<file path="src/rtl/if_fetch_ctrl.sv">
// IF-stage fetch sequencer: owns the PC, runs one-outstanding imem fetches, applies redirects and
// buffers a stalled response in a 1-entry skid. Define IF_FETCH_PERF_EN to add fetch/flush counters.
module if_fetch_ctrl #(
    parameter logic [31:0] RESET_PC  = 32'h0000_0000,
    parameter logic [31:0] NOP_INSTR = 32'h0000_0013
) (
    input  logic        Clk,
    input  logic        Reset_n,
    output logic        imem_req,
    output logic [31:0] imem_addr,
    input  logic        imem_gnt,
    input  logic        instr_valid,
    input  logic [31:0] instr,
    input  logic        PC_Stall,
    input  logic        ID_Jump,
    input  logic [31:0] ID_PC_dest,
    input  logic        EX_PC_Branch,
    input  logic [31:0] EX_PC_Branch_dest,
    output logic [31:0] IF_PC,
    output logic [31:0] IF_Instruction,
`ifdef IF_FETCH_PERF_EN
    output logic [31:0] fetch_count,
    output logic [31:0] flush_count,
`endif
    output logic        IF_Valid
);

    typedef enum logic [1:0] {
        ST_IDLE = 2'd0,
        ST_REQ  = 2'd1,
        ST_WAIT = 2'd2,
        ST_HOLD = 2'd3
    } state_t;

    function automatic logic [31:0] align_word(input logic [31:0] a);
        return a & 32'hFFFF_FFFC;
    endfunction

    state_t      r_state;
    state_t      w_next_state;
    logic [31:0] r_fetch_pc;
    logic        r_drop;
    logic        r_imem_req;
    logic        r_skid_valid;
    logic [31:0] r_skid_pc;
    logic [31:0] r_skid_instr;
    logic [31:0] r_if_pc;
    logic [31:0] r_if_instr;
    logic        r_if_valid;

    logic        w_redirect;
    logic [31:0] w_target;
    logic        w_deliver;
    logic        w_next_drop;
    logic [31:0] w_next_pc;
    logic        w_skid_valid_nxt;
    logic [31:0] w_skid_pc_nxt;
    logic [31:0] w_skid_instr_nxt;
    logic [31:0] w_if_pc_nxt;
    logic [31:0] w_if_instr_nxt;
    logic        w_if_valid_nxt;

    assign w_redirect = ID_Jump | EX_PC_Branch;
    assign w_target   = align_word(EX_PC_Branch ? EX_PC_Branch_dest : ID_PC_dest);

    assign imem_req       = r_imem_req;
    assign imem_addr      = r_fetch_pc;
    assign IF_PC          = r_if_pc;
    assign IF_Instruction = r_if_instr;
    assign IF_Valid       = r_if_valid;

    // Response acceptance, drop-flag tracking and next fetch PC.
    always_comb begin
        w_deliver   = 1'b0;
        w_next_drop = r_drop;
        case (r_state)
            ST_REQ: begin
                if (imem_gnt && w_redirect) begin
                    w_next_drop = 1'b1;
                end else begin
                    w_next_drop = r_drop;
                end
            end
            ST_WAIT: begin
                if (instr_valid) begin
                    w_next_drop = 1'b0;
                    if (!r_drop && !w_redirect) begin
                        w_deliver = 1'b1;
                    end else begin
                        w_deliver = 1'b0;
                    end
                end else if (w_redirect) begin
                    w_next_drop = 1'b1;
                end else begin
                    w_next_drop = r_drop;
                end
            end
            default: begin
                w_next_drop = r_drop;
            end
        endcase
        if (w_redirect) begin
            w_next_pc = w_target;
        end else if (w_deliver) begin
            w_next_pc = r_fetch_pc + 32'd4;
        end else begin
            w_next_pc = r_fetch_pc;
        end
    end

    // Skid buffer and ID-facing output selection; a skidded entry is older, so it goes first.
    always_comb begin
        w_skid_valid_nxt = r_skid_valid;
        w_skid_pc_nxt    = r_skid_pc;
        w_skid_instr_nxt = r_skid_instr;
        w_if_pc_nxt      = r_if_pc;
        w_if_instr_nxt   = r_if_instr;
        w_if_valid_nxt   = r_if_valid;
        if (w_redirect) begin
            w_skid_valid_nxt = 1'b0;
            w_if_valid_nxt   = 1'b0;
            w_if_instr_nxt   = NOP_INSTR;
        end else if (PC_Stall) begin
            if (w_deliver) begin
                w_skid_valid_nxt = 1'b1;
                w_skid_pc_nxt    = r_fetch_pc;
                w_skid_instr_nxt = instr;
            end else begin
                w_skid_valid_nxt = r_skid_valid;
            end
        end else if (r_skid_valid) begin
            w_if_valid_nxt   = 1'b1;
            w_if_pc_nxt      = r_skid_pc;
            w_if_instr_nxt   = r_skid_instr;
            w_skid_valid_nxt = w_deliver;
            w_skid_pc_nxt    = r_fetch_pc;
            w_skid_instr_nxt = instr;
        end else if (w_deliver) begin
            w_if_valid_nxt = 1'b1;
            w_if_pc_nxt    = r_fetch_pc;
            w_if_instr_nxt = instr;
        end else begin
            w_if_valid_nxt = 1'b0;
            w_if_instr_nxt = NOP_INSTR;
        end
    end

    // Fetch FSM next state; a full skid parks the FSM in HOLD so no new request is issued.
    always_comb begin
        w_next_state = r_state;
        case (r_state)
            ST_IDLE: begin
                w_next_state = ST_REQ;
            end
            ST_REQ: begin
                if (imem_gnt) begin
                    w_next_state = ST_WAIT;
                end else begin
                    w_next_state = ST_REQ;
                end
            end
            ST_WAIT: begin
                if (instr_valid) begin
                    w_next_state = w_skid_valid_nxt ? ST_HOLD : ST_REQ;
                end else begin
                    w_next_state = ST_WAIT;
                end
            end
            ST_HOLD: begin
                w_next_state = w_skid_valid_nxt ? ST_HOLD : ST_REQ;
            end
            default: begin
                w_next_state = ST_IDLE;
            end
        endcase
    end

    // FSM state, fetch PC, drop flag and request strobe.
    always_ff @(posedge Clk or negedge Reset_n) begin
        if (!Reset_n) begin
            r_state    <= ST_IDLE;
            r_fetch_pc <= align_word(RESET_PC);
            r_drop     <= 1'b0;
            r_imem_req <= 1'b0;
        end else begin
            r_state    <= w_next_state;
            r_fetch_pc <= w_next_pc;
            r_drop     <= w_next_drop;
            r_imem_req <= (w_next_state == ST_REQ);
        end
    end

    // Skid entry and registered PC/instruction/valid toward ID.
    always_ff @(posedge Clk or negedge Reset_n) begin
        if (!Reset_n) begin
            r_skid_valid <= 1'b0;
            r_skid_pc    <= 32'h0000_0000;
            r_skid_instr <= 32'h0000_0000;
            r_if_pc      <= RESET_PC;
            r_if_instr   <= NOP_INSTR;
            r_if_valid   <= 1'b0;
        end else begin
            r_skid_valid <= w_skid_valid_nxt;
            r_skid_pc    <= w_skid_pc_nxt;
            r_skid_instr <= w_skid_instr_nxt;
            r_if_pc      <= w_if_pc_nxt;
            r_if_instr   <= w_if_instr_nxt;
            r_if_valid   <= w_if_valid_nxt;
        end
    end

`ifdef IF_FETCH_PERF_EN
    logic [31:0] r_fetch_count;
    logic [31:0] r_flush_count;

    assign fetch_count = r_fetch_count;
    assign flush_count = r_flush_count;

    // Free-running wrap-around counters of delivered responses and redirect cycles.
    always_ff @(posedge Clk or negedge Reset_n) begin
        if (!Reset_n) begin
            r_fetch_count <= 32'd0;
            r_flush_count <= 32'd0;
        end else begin
            r_fetch_count <= r_fetch_count + {31'd0, w_deliver};
            r_flush_count <= r_flush_count + {31'd0, w_redirect};
        end
    end
`endif

endmodule

</file>
<file path="config.mk">
export PLATFORM = sky130hd
export DESIGN_NAME = if_fetch_ctrl
export DESIGN_NICKNAME = d
export VERILOG_FILES = /design/src/rtl/if_fetch_ctrl.sv
export SDC_FILE = /design/constraint.sdc
export NUM_CORES = 1
export LEC_CHECK = 0
export CAP_MARGIN = 5
export CORE_MARGIN = 4
export CORE_UTILIZATION = 53
export DETAILED_ROUTE_END_ITERATION = 6
export PLACE_DENSITY = 0.86
export RECOVER_POWER = 100
export SETUP_SLACK_MARGIN = 0.1
export SLEW_MARGIN = 20
export SYNTH_ARGS = -nofsm -noshare
export SYNTH_HDL_FRONTEND = slang
export SYNTH_SLANG_ARGS = --single-unit
</file>
<file path="constraint.sdc">
create_clock -name Clk -period 3.5 [get_ports Clk]
set_clock_uncertainty 0.2 [all_clocks]
set_input_delay 0.525 -clock Clk [delete_from_list [all_inputs] [get_ports Clk]]
set_output_delay 0.525 -clock Clk [all_outputs]
set_load 0.02 [all_outputs]
</file>
==> flow_summary.json, run 1 <==
{
  "vdd_ir_drop_max_uv": 337,
  "final_cell_mix": "156 x dfrtp_1, 96 x dlygate4sd3_1, 94 x clkdlybuf4s50_1, 62 x mux2_2, 60 x nand2_1",
  "htreeDepth": 4,
  "track_usage_pct": 26.1,
  "dp_slack_ns": 0.472,
  "die_h_um": 127,
  "boundaryPins": 201,
  "clk_latency_ns": 0.42,
  "syn_avg_cell_area_sq_um": 11.0,
  "status": "finished, final reports clean",
  "drc_errors": 0,
  "port_buffers": 192,
  "p_leak_nw": 4.43,
  "multi_input_area_sq_mm": 0.00326,
  "crit_chain": "dlygate4sd3_1, and4bb_1, nand2_1, a21oi_1, clkbuf_1, mux2_2",
  "vias": 6228,
  "worstPathMaxFanout": 15,
  "fp-row-count": 43,
  "mostFrequentLayoutCell": "dfrtp_1",
  "slew-limit-headroom_pct": 23.6,
  "crit_arrival_ns": 3.08,
  "cp.required_ns": 3.61,
  "crit_type": "in -> reg",
  "drive_gt1_share_pct": 13.1,
  "die_x_um": 127,
  "period_needed_ns": 2.97,
  "antenna_found_initial": 1,
  "grt_first_pass_wirelength_um": 33700,
  "yosys_warnings": 0,
  "end_kind": "register",
  "layoutNonFillerInstCount": 1054,
  "rsz0062_at_grt": "false",
  "dp.cells": 1020,
  "grt_overflow": 0,
  "avgViaCountPerCell": 5.91,
  "fp.coreArea_sq_mm": 0.0139,
  "first_global_vias": 6566,
  "fin_nets": 964,
  "critPathTopFamily": "buffers and inverters",
  "drt_iter0_markers": 655,
  "syn2layout_area_growth_pct": 33.8,
  "drv_slew": 0,
  "cts_tree": "built",
  "synthCells": 685,
  "avgRoutedWirePerCell_um": 19.5,
  "clockBufferDepth": 2,
  "synth-async-reset-ratio_pct": 100,
  "routed_wl_um": 20600,
  "setup_slack_ns": 0.526,
  "final-setup-viol-count": 0,
  "synth_edf_count": 0,
  "powerDensity_mw_per_mm2": 436,
  "crit_buf_inv": 2,
  "cts.repair.resized": 0,
  "place.gp.congestion": 0.891,
  "slowest_delay_ns": 0.80,
  "cts_inserted_buffers": 17,
  "cap_violations": 0,
  "max_freq_mhz": 336,
  "finalCritPeriodShare_pct": 85.0,
  "root_buffer": "clkbuf_16",
  "ys_ff_latch": 160,
  "clk_pin_slew_ns": 0.06,
  "initial_core_util_pct": 54.2,
  "worst_path_max_delay_cell": "clkbuf_1",
  "grt_max_degree": 86,
  "syn_area_sq_mm": 0.00755,
  "dieArea_sq_mm": 0.0162,
  "netlist-cell-type-count": 56,
  "tightest_slew_ns": 1.15,
  "fillers": 978,
  "synth-seq-area-share_pct": 53.0,
  "synth_ff_type": "dfrtp_1",
  "drtAntennaViolNets": 0,
  "regArea_sq_mm": 0.00401,
  "startpoint_type": "input pin",
  "firstDrtPassIters": 7,
  "hold_violations": 0,
  "hp-class": "in -> reg",
  "place_hpwl_um": 14100,
  "clock-sinks": 160,
  "tns_ns": 0
}
-- cells in the mapped netlist (5+ instances only) --
cell / instances / area [sq um]
xnor2_1: 13 / 114
nand4_1: 12 / 75.1
a221oi_1: 30 / 263
mux2i_1: 34 / 340
clkbuf_1: 35 / 131
inv_1: 7 / 26.3
nor4_1: 6 / 37.5
nand2_1: 60 / 225
a21oi_1: 25 / 125
mux2_2: 62 / 698
xor2_1: 7 / 61.3
nor3_1: 36 / 180
o21ai_0: 41 / 205
nor2b_1: 41 / 257
a211oi_1: 11 / 82.6
buf_2: 14 / 70.1
dfrtp_1: 157 / 3930
nand3_1: 5 / 25.0
o22ai_1: 6 / 37.5
nor2_1: 17 / 63.8
-- report_power, final --
part	switching, mW	internal (mW)
clock network	0.736	0.990
registers	0.114	1.95
logic	0.310	0.304
-- final cells by class --
| type | instances | area share [%] |
|---|---|---|
| clock buffer | 21 | 4.46 |
| sequential | 160 | 39.7 |
| antenna | 1 | 0.0248 |
| clock inverter | 11 | 0.892 |
| tap | 180 | 2.23 |
| inverter | 8 | 0.297 |
| multi-input combinational | 464 | 32.3 |
| timing repair buffer | 209 | 20.1 |
-- flip-flops by register name (all words and copies together), names as in the netlist --
name and cells:
IF_PC 30, r_skid_pc 30, r_drop 1, IF_Instruction 32, IF_Valid 1, r_skid_valid 1, r_skid_instr 32, r_state 2
imem_addr 30, imem_req 1
-- worst reg2reg max path: cells and delay by family, from the launching register on --
kind | cells | cell delay [ns]
DFF | 1 | 0.94
buffers and inverters | 1 | 0.80
muxes | 1 | 0.43
AOI/OAI and AO/OA | 1 | 0.28
and+or+nand+nor | 1 | 0.11
-- path summary, 6_finish.rpt --
path,cells after the start,endpoint,startpoint,slack (ns)
setup / recovery,6,r_skid_pc[11],instr_valid,0.53
hold / removal,3,r_skid_valid,PC_Stall,0.22
setup reg to reg,4,r_skid_pc[11],r_skid_valid,0.62
hold reg to reg,2,IF_PC[31],IF_PC[31],0.28
max in group asynchronous,3,r_skid_instr[6],Reset_n,1.00
min in group asynchronous,2,IF_PC[20],Reset_n,0.56
-- logic make-up after synthesis --
kind of cell | synth area share [%]
multiplexers | 14.3
flip-flops | 53.0
AND/OR/NAND/NOR | 14.3
other | 0.0496
XOR/XNOR | 2.32
buffers and inverters | 3.61
AO/OA/AOI/OAI | 12.2
adder cells (fa/ha/maj) | 0.166
-- routing by layer --
layer	up-vias	wire [um]	part of all wire, %	GRT usage, %
met4	0	514	2.5	10.4
li1	2837	-	-	-
met5	-	0	0	0
met3	41	1340	6.5	5.18
met2	281	10400	50	43.8
met1	3069	8350	41	33.5
-- through the flow --
step                      util [%]  power, mW  hold slack, ns  instance area, sq um
after floorplan                  -       2.37          0.0294                  7570
after global placement        69.1       2.70           0.261                  9630
after detailed placement      69.1       2.73           0.272                  9630
after CTS                     73.0       4.46           0.245                 10200
after global routing          72.5       4.57           0.238                 10100
final                         72.5       4.40           0.223                 10100
-- timing repair --
item | 4_1_cts | 5_1_grt
hold buffers | 1 | 0
setup buffers | 0 | 0
endpoints found under the hold margin | 36 | 0
Power figures use the tool's default switching activity.
==> run 2, diff against run 1 <==
CORE_UTILIZATION = 44   (was 53)
PLACE_DENSITY = 0.77   (was 0.86)
clock period = 2.5 ns   (was 3.5 ns; I/O delays follow)
==> flow_summary.json, run 2 (synthesis results as in run 1) <==
{
  "worstPathMaxFanout": 8,
  "p_leak_nw": 4.62,
  "cts_tree": "built",
  "first_global_vias": 6294,
  "setup_slack_ns": 0.148,
  "root_buffer": "clkbuf_16",
  "final-setup-viol-count": 0,
  "cp.required_ns": 2.60,
  "antenna_found_initial": 1,
  "tightest_slew_ns": 1.51,
  "post-route-util_pct": 63.0,
  "hp-class": "in -> reg",
  "track_usage_pct": 21.7,
  "fillers": 1391,
  "cts_inserted_buffers": 17,
  "routed_wl_um": 20700,
  "r2r_slack_ns": 0.15,
  "grt_first_pass_wirelength_um": 33600,
  "place.gp.congestion": 0.851,
  "dieArea_sq_mm": 0.0193,
  "max_freq_mhz": 425,
  "mostFrequentLayoutCell": "dfrtp_1",
  "avgRoutedWirePerCell_um": 18.3,
  "cap_violations": 1,
  "dpl-instance-area_sq_mm": 0.0100,
  "port_buffers": 192,
  "grt_overflow": 0,
  "hold_violations": 0,
  "clk_latency_ns": 0.43,
  "period_needed_ns": 2.35,
  "syn2layout_area_growth_pct": 39.3,
  "fp-row-count": 47,
  "avgViaCountPerCell": 5.46,
  "vdd_ir_drop_max_uv": 528,
  "reg2reg_depth": 5,
  "vias": 6162,
  "whs_path_depth": 3,
  "design_area_sq_mm": 0.0105,
  "finalCritPeriodShare_pct": 94.1,
  "startpoint_type": "register",
  "worst_hold_slack_ns": 0.101,
  "rsz0062_at_grt": "false",
  "multi_input_area_sq_mm": 0.00327,
  "status": "finished with violations",
  "clockBufferDepth": 2,
  "die_x_um": 139,
  "crit_arrival_ns": 2.45,
  "regArea_sq_mm": 0.00401,
  "layoutNonFillerInstCount": 1129,
  "htreeDepth": 4,
  "drtAntennaViolNets": 0,
  "drt_iter0_markers": 362,
  "boundaryPins": 201,
  "finalPower_mw": 6.37,
  "firstDrtPassIters": 5,
  "drv_slew": 59,
  "end_kind": "register",
  "die_h_um": 139,
  "powerDensity_mw_per_mm2": 605,
  "clk_pin_slew_ns": 0.06,
  "postCtsSetupRepairBufs": 0,
  "fin_nets": 1000,
  "dp.cells": 1096,
  "clock-sinks": 160,
  "grt_max_degree": 63,
  "drc_errors": 0,
  "tns_ns": 0,
  "dp_slack_ns": 0.000664,
  "initial_core_util_pct": 45.2,
  "slew-limit-headroom_pct": -0.785,
  "place_hpwl_um": 14700,
  "drive_gt1_share_pct": 16.6,
  "fp.coreArea_sq_mm": 0.0167,
  "final_cell_mix": "154 x dfrtp_1, 95 x dlygate4sd3_1, 95 x clkdlybuf4s50_1, 62 x mux2_2, 60 x nand2_1",
  "crit_type": "reg -> reg",
  "violations": "capacitance limit, slew limit"
}
-- run 2: cell type report --
class,instances,share of cell area [%]
flip-flops and latches,160,38.1
multi-input cells,464,31.1
repair buffers,245,22.3
clock buffers,20,4.24
well taps,220,2.62
clock inverters,11,1.26
inverters,8,0.285
diodes,1,0.0238
-- run 2: layer usage --
metal,vias up,track usage (%),share of wire [%]
met5,-,0,0
met4,0,7.42,2.5
met3,36,5.48,5.4
met2,166,35.9,49
met1,3044,28.0,43
li1,2916,-,-
-- run 2: final timing paths --
| path | startpoint | to |
|---|---|---|
| min in group asynchronous | Reset_n | r_skid_instr[21] |
| max in group asynchronous | Reset_n | r_skid_valid |
| min reg2reg | IF_PC[5] | IF_PC[5] |
| max reg2reg | imem_addr[11] | imem_addr[29] |
| min | PC_Stall | r_skid_valid |
| max | imem_addr[11] | imem_addr[29] |
-- run 2: critical path, stage by stage (launching register included) --
cell and delay, ns:
dfrtp_1 0.45, nand2_1 0.15, or4_1 0.70, or3_1 0.38, o311ai_2 0.22, a22oi_1 0.12
-- run 2: what timing repair did --
action,CTS,global route
endpoints found under the hold margin,57,0
gates resized for setup,0,2
endpoints found under the setup margin,0,3
hold buffers,1,0
-- run 2: report_power, final --
| group | leakage, nW | total, mW | internal, mW | switching [mW] |
|---|---|---|---|---|
| Sequential | 2.13 | 2.84 | 2.73 | 0.112 |
| Clock | 0.277 | 2.57 | 1.50 | 1.07 |
| Combinational | 2.21 | 0.957 | 0.474 | 0.483 |
